<file path="config.mk">
export PLATFORM = sky130hd
export DESIGN_NAME = cpu_hazard_ctrl_flat
export DESIGN_NICKNAME = d
export VERILOG_FILES = /design/src/rtl/cpu_hazard_ctrl_pkg.sv /design/src/rtl/cpu_hazard_ctrl_if.sv /design/src/rtl/cpu_hazard_ctrl_hz_match.sv /design/src/rtl/cpu_hazard_ctrl.sv /design/src/flat_wrapper.sv
export SDC_FILE = /design/constraint.sdc
export NUM_CORES = 1
export LEC_CHECK = 0
export CORE_AREA = 2 2 61 86
export CTS_CLUSTER_DIAMETER = 80
export DETAILED_ROUTE_END_ITERATION = 8
export DIE_AREA = 0 0 63 88
export GPL_TIMING_DRIVEN = 0
export HOLD_SLACK_MARGIN = 0.15
export PLACE_DENSITY = 0.47
export SETUP_SLACK_MARGIN = 0.4
export SLEW_MARGIN = 25
export SYNTH_ARGS = -nofsm -noshare
export SYNTH_HDL_FRONTEND = slang
export SYNTH_SLANG_ARGS = --single-unit
export TNS_END_PERCENT = 50
</file>
<file path="constraint.sdc">
create_clock -name clk -period 2.1 [get_ports clk]
set_input_delay 0.21 -clock clk [delete_from_list [all_inputs] [get_ports clk]]
set_output_delay 0.21 -clock clk [all_outputs]
set_load 0.02 [all_outputs]
</file>
<file path="src/rtl/cpu_hazard_ctrl_pkg.sv">
// rtl/cpu_hazard_ctrl_pkg.sv - shared types, forwarding codes and source-pick helper for the hazard scheduler
package cpu_hazard_ctrl_pkg;

   localparam logic [1:0] FWD_REGFILE = 2'd0;
   localparam logic [1:0] FWD_EX      = 2'd1;
   localparam logic [1:0] FWD_MEM     = 2'd2;
   localparam logic [1:0] FWD_WB      = 2'd3;

   typedef enum logic [1:0] {RUN, HOLD, DRAIN} hz_state_t;

   typedef struct packed {
      logic       valid;
      logic [4:0] num;
      logic       load;
   } sb_entry_t;

   // hit[0]=EX, hit[1]=MEM, hit[2]=WB; the youngest producer wins, a load in EX has no result yet
   function automatic logic [1:0] fwd_pick(input logic [2:0] hit, input logic ex_load);
      if (hit[0] && !ex_load) return FWD_EX;
      if (hit[1])             return FWD_MEM;
      if (hit[2])             return FWD_WB;
      return FWD_REGFILE;
   endfunction

endpackage

</file>
<file path="src/rtl/cpu_hazard_ctrl_if.sv">
// rtl/cpu_hazard_ctrl_if.sv - ID-stage read ports, EX/MEM status and hazard controls
interface cpu_hazard_ctrl_if;
   logic [4:0] rd1_num;
   logic [4:0] rd2_num;
   logic       id_dest_en;
   logic [4:0] id_dest_num;
   logic       id_dest_load;
   logic       redirect;
   logic       mem_busy;
   logic       stall;
   logic       freeze;
   logic       id_clr;
   logic [1:0] fwd1_sel;
   logic [1:0] fwd2_sel;

   modport master (
      output rd1_num, rd2_num, id_dest_en, id_dest_num, id_dest_load, redirect, mem_busy,
      input  stall, freeze, id_clr, fwd1_sel, fwd2_sel
   );

   modport slave (
      input  rd1_num, rd2_num, id_dest_en, id_dest_num, id_dest_load, redirect, mem_busy,
      output stall, freeze, id_clr, fwd1_sel, fwd2_sel
   );
endinterface

</file>
<file path="src/rtl/cpu_hazard_ctrl_hz_match.sv">
// rtl/cpu_hazard_ctrl_hz_match.sv - compares one scoreboard entry against one read register number
module cpu_hazard_ctrl_hz_match
   import cpu_hazard_ctrl_pkg::*;
(
   input  sb_entry_t  entry,
   input  logic [4:0] num,
   output logic       hit,
   output logic       hit_load
);
   // $0 is hardwired, so it never matches a pending writer
   assign hit      = entry.valid && (num != 5'd0) && (entry.num == num);
   assign hit_load = hit && entry.load;
endmodule

</file>
<file path="src/rtl/cpu_hazard_ctrl.sv">
// rtl/cpu_hazard_ctrl.sv - ID-stage hazard scheduler: EX/MEM/WB write scoreboard, operand forwarding,
// load-use stall, memory-busy freeze and post-redirect ID flush
module cpu_hazard_ctrl
   import cpu_hazard_ctrl_pkg::*;
#(
   parameter int FLUSH_CYCLES = 1,
   parameter int CNT_W        = 3
) (
   input logic              clk,
   input logic              clr_n,
   cpu_hazard_ctrl_if.slave hz
);
   hz_state_t        state, state_nxt;
   logic [CNT_W-1:0] cnt, cnt_nxt;
   sb_entry_t        sb [3];
   sb_entry_t        ex_nxt;
   logic [4:0]       rd_num [2];
   logic [2:0]       hit [2];
   logic [2:0]       hit_load [2];
   logic             load_use;
   logic             accept;
   logic             unused_hit_load;

   assign rd_num[0] = hz.rd1_num;
   assign rd_num[1] = hz.rd2_num;

   for (genvar p = 0; p < 2; p++) begin : g_port
      for (genvar s = 0; s < 3; s++) begin : g_stage
         cpu_hazard_ctrl_hz_match u_match (
            .entry    (sb[s]),
            .num      (rd_num[p]),
            .hit      (hit[p][s]),
            .hit_load (hit_load[p][s])
         );
      end
   end

   // only a load still in EX is unforwardable; loads in MEM/WB forward like ALU results
   assign unused_hit_load = ^{hit_load[0][2:1], hit_load[1][2:1]};
   assign load_use        = hit_load[0][0] | hit_load[1][0];

   // a redirect held through HOLD is taken on the first cycle memory is free
   assign accept      = (state != DRAIN) && hz.redirect && !hz.mem_busy;
   assign hz.freeze   = hz.mem_busy;
   assign hz.stall    = hz.mem_busy | load_use;
   assign hz.id_clr   = accept || (state == DRAIN);
   assign hz.fwd1_sel = fwd_pick(hit[0], hit_load[0][0]);
   assign hz.fwd2_sel = fwd_pick(hit[1], hit_load[1][0]);

   always_comb begin
      state_nxt = state;
      cnt_nxt   = cnt;
      case (state)
         RUN, HOLD: begin
            if (hz.mem_busy) begin
               state_nxt = HOLD;
            end else if (hz.redirect) begin
               state_nxt = DRAIN;
               cnt_nxt   = CNT_W'(FLUSH_CYCLES - 1);
            end else begin
               state_nxt = RUN;
            end
         end
         DRAIN: begin
            if (!hz.mem_busy) begin
               if (cnt == '0) state_nxt = RUN;
               else           cnt_nxt   = cnt - 1'b1;
            end
         end
         default: state_nxt = RUN;
      endcase
   end

   always_comb begin
      ex_nxt.valid = hz.id_dest_en && (hz.id_dest_num != 5'd0) && !hz.stall && !hz.id_clr;
      ex_nxt.num   = hz.id_dest_num;
      ex_nxt.load  = hz.id_dest_load;
   end

   always_ff @(posedge clk or negedge clr_n) begin
      if (!clr_n) begin
         state <= RUN;
         cnt   <= '0;
         sb[0] <= '0;
         sb[1] <= '0;
         sb[2] <= '0;
      end else begin
         state <= state_nxt;
         cnt   <= cnt_nxt;
         if (hz.mem_busy) begin
            // EX/MEM hold; the WB writer has reached the regfile
            sb[2] <= '0;
         end else begin
            sb[0] <= ex_nxt;
            sb[1] <= sb[0];
            sb[2] <= sb[1];
         end
      end
   end
endmodule
</file>
<file path="src/flat_wrapper.sv">
// flat-port wrapper written by rule: the top's interface ports become plain ports
module cpu_hazard_ctrl_flat import cpu_hazard_ctrl_pkg::*;
#(
   parameter int FLUSH_CYCLES = 1,
   parameter int CNT_W        = 3
)
  (clk, clr_n, hz_rd1_num, hz_rd2_num, hz_id_dest_en, hz_id_dest_num, hz_id_dest_load, hz_redirect, hz_mem_busy, hz_stall, hz_freeze, hz_id_clr, hz_fwd1_sel, hz_fwd2_sel);
  cpu_hazard_ctrl_if hz_i ();
  input logic clk;
  input logic clr_n;
  input wire logic [$bits(hz_i.rd1_num)-1:0] hz_rd1_num;
  input wire logic [$bits(hz_i.rd2_num)-1:0] hz_rd2_num;
  input wire logic [$bits(hz_i.id_dest_en)-1:0] hz_id_dest_en;
  input wire logic [$bits(hz_i.id_dest_num)-1:0] hz_id_dest_num;
  input wire logic [$bits(hz_i.id_dest_load)-1:0] hz_id_dest_load;
  input wire logic [$bits(hz_i.redirect)-1:0] hz_redirect;
  input wire logic [$bits(hz_i.mem_busy)-1:0] hz_mem_busy;
  output wire logic [$bits(hz_i.stall)-1:0] hz_stall;
  output wire logic [$bits(hz_i.freeze)-1:0] hz_freeze;
  output wire logic [$bits(hz_i.id_clr)-1:0] hz_id_clr;
  output wire logic [$bits(hz_i.fwd1_sel)-1:0] hz_fwd1_sel;
  output wire logic [$bits(hz_i.fwd2_sel)-1:0] hz_fwd2_sel;
  assign hz_i.rd1_num = hz_rd1_num;
  assign hz_i.rd2_num = hz_rd2_num;
  assign hz_i.id_dest_en = hz_id_dest_en;
  assign hz_i.id_dest_num = hz_id_dest_num;
  assign hz_i.id_dest_load = hz_id_dest_load;
  assign hz_i.redirect = hz_redirect;
  assign hz_i.mem_busy = hz_mem_busy;
  assign hz_stall = hz_i.stall;
  assign hz_freeze = hz_i.freeze;
  assign hz_id_clr = hz_i.id_clr;
  assign hz_fwd1_sel = hz_i.fwd1_sel;
  assign hz_fwd2_sel = hz_i.fwd2_sel;
  cpu_hazard_ctrl #(.FLUSH_CYCLES(FLUSH_CYCLES), .CNT_W(CNT_W)) u_core (.clk(clk), .clr_n(clr_n), .hz(hz_i));
endmodule
</file>
==> flow_summary.json <==
{
  "report.final.slew_viol_count": 0,
  "core_mm2": 0.00477,
  "die-area_mm2": 0.00554,
  "finalHoldViolCount": 0,
  "cp_max_fo": 4,
  "cpLargestDelayFamily": "simple AND/OR/NAND/NOR gates",
  "grt_usage_pct": 12.8,
  "cts_buffer_depth": 2,
  "layout_common_cells": "dfrtp_1, xnor2_1, xor2_1, mux2_2, dlygate4sd2_1",
  "skew_ns": 0.00412,
  "synth-seq-cells": 24,
  "synth_cell_types": 28,
  "portBuffers": 26,
  "clk_latency_ns": 0.26,
  "die_h_um": 88,
  "dp_cells": 221,
  "ant_nets": 0,
  "crit_path_start_kind": "flip-flop",
  "path_class": "flip-flop to output pin",
  "top_usage_layer": "met2",
  "setup_viol": 0,
  "drc": 0,
  "num_io_pins": 28,
  "routedWlPerCell_um": 14.2,
  "drt_iter0_drc": 25,
  "nets": 188,
  "required_ns": 1.89,
  "worst_setup_path_end_kind": "output pin",
  "arrival_ns": 1.87,
  "worst-path-buf-inv": 1,
  "vdd_drop_max_v": 0.000410,
  "hpwl_um": 2510,
  "clock-root-buffer": "clkbuf_8",
  "initial_utilization_pct": 29.4,
  "antenna_found_initial": 0,
  "fillers": 509,
  "finalCriticalPeriod_ns": 2.08,
  "n_antenna_cell": 0,
  "cts_buffers": 3,
  "num_rows": 30,
  "vias_per_cell": 4.55,
  "yosys_warnings": 0,
  "yosys.area.top_type": "dfrtp_1",
  "first_global_vias": 1045,
  "drive_gt1_share_pct": 25.0,
  "slowest_delay_ns": 0.46,
  "grt_max_degree": 25,
  "firstDrtPassIters": 4,
  "clock-sinks": 24,
  "fmax_mhz": 481,
  "status": "finished, final reports clean",
  "grt_overflow": 0,
  "hold_class": "input port to asynchronous set/reset pin",
  "area_delta_synth_final_pct": 30.8,
  "routed_wl_um": 3240,
  "place.gp.congestion": 0.703,
  "synthCells": 131,
  "synth.avg_cell_area_um2": 10.7,
  "grt_pass1_wl_um": 5480,
  "synthTopCellsByArea": "dfrtp_1, xnor2_1, mux2_2",
  "multiInputGateArea_um2": 811,
  "regArea_um2": 604,
  "use_met3_pct": 1.67,
  "synth_top_area_share_pct": 42.8,
  "num_vias": 1038,
  "layout_commonest_cell": "dfrtp_1",
  "syn_area_mm2": 0.00140,
  "grt_setup_unrepaired": "true",
  "worst_pin_slew_ns": 0.573,
  "synth_nets": 154,
  "maxCapViolations": 0,
  "seq_area_frac_synth_pct": 42.8,
  "cts_tree": "done",
  "p_leak_nw": 0.775,
  "final_cells": 228,
  "cp_cell_sequence": "xnor2_2 -> nand4_1 -> or4_4 -> a21boi_4 -> or2_1 -> buf_6",
  "die_w_um": 63,
  "finalCritPeriodShare_pct": 98.9,
  "use_met2_pct": 22.8,
  "cpMaxStageDelayCell": "dfrtp_2",
  "powerDensity_mw_per_mm2": 717,
  "grtUsageMet1_pct": 16.1,
  "clk_pin_slew_ns": 0.08,
  "power_w": 0.00132,
  "cts.htree.levels": 1,
  "max_slew_margin_pct": 61.8
}
-- what timing repair did --
item                       in CTS  in global routing
hold endpoints to repair       24                  0
gates resized for setup        40                  6
buffers inserted                2                  0
setup endpoints to repair       7                  5
hold buffers                    1                  0
gates cloned                    0                  0
pin swaps                       5                  3
-- routing by layer --
layer	vias up	part of all wire [%]
met2	24	50
met3	2	4.3
met4	0	0.71
met5	-	0
met1	494	45
li1	518	-
-- synthesized netlist by cell type --
cell type / number
or4_1: 4
dfrtp_1: 24
o41ai_1: 1
o31ai_2: 1
xnor2_1: 19
ha_1: 2
buf_4: 1
a21boi_2: 1
nor2b_1: 10
nand4_1: 8
nor2_1: 9
buf_2: 1
nand2b_1: 2
nor2_2: 2
nor3b_1: 1
o22ai_1: 1
or2_1: 1
a31oi_1: 1
or4_4: 2
nor3_1: 1
inv_1: 3
clkbuf_1: 2
o21ai_0: 2
xor2_1: 12
mux2_2: 12
nand2_1: 4
nor4_1: 2
a21o_1: 2
-- flip-flops by register name (all words and copies together), names as in the netlist --
signal	cells
u_core.cnt	3
u_core.sb	19
u_core.state	2
-- report_power, final --
group | internal, W | switching (W)
registers | 0.000544 | 0.0000772
logic | 0.000202 | 0.000178
clock network | 0.000167 | 0.000149
total | 0.000913 | 0.000404
-- layout make-up --
type | instances | share of cell area [%]
Timing Repair Buffer | 29 | 13.9
Tap cell | 64 | 4.36
Multi-Input combinational cell | 100 | 44.1
Clock buffer | 4 | 3.00
Inverter | 3 | 0.613
Sequential cell | 24 | 32.9
Buffer | 4 | 1.09
-- cell families after synthesis --
kind of cell / synth area share, %
AO/OA/AOI/OAI: 4.99
XOR/XNOR: 19.3
adder cells (fa/ha/maj): 1.78
buffers and inverters: 2.23
flip-flops: 42.8
multiplexers: 9.63
AND/OR/NAND/NOR: 19.3
-- per-stage QoR --
step / area [µm²] / hold slack (ns) / setup slack [ns] / utilization [%] / TNS (ns)
after global routing: 1840 / 0.498 / -0.0948 / 38.5 / -0.247
after detailed placement: 1740 / 0.230 / -0.624 / 36.5 / -2.87
final: 1840 / 0.463 / 0.0223 / 38.5 / 0
after floorplan: 1400 / -0.0856 / 0.402 / - / 0
after CTS: 1810 / 0.469 / -0.0161 / 37.9 / -0.0161
after global placement: 1740 / 0.497 / -0.638 / 36.6 / -2.80
-- worst paths after layout --
path / end / slack [ns] / depth (start not counted) / startpoint
worst max-delay path: hz_stall / 0.02 / 6 / u_core.sb[16]
worst min-delay path: u_core.cnt[2] / 0.46 / 2 / clr_n
worst max register to register: u_core.sb[20] / 0.56 / 5 / u_core.sb[16]
worst min register to register: u_core.state[0] / 0.52 / 1 / u_core.state[1]
max in group asynchronous: u_core.sb[18] / 1.24 / 2 / clr_n
min in group clk: u_core.state[0] / 0.52 / 1 / u_core.state[1]
Note: power is estimated with default switching activity, not from simulation.
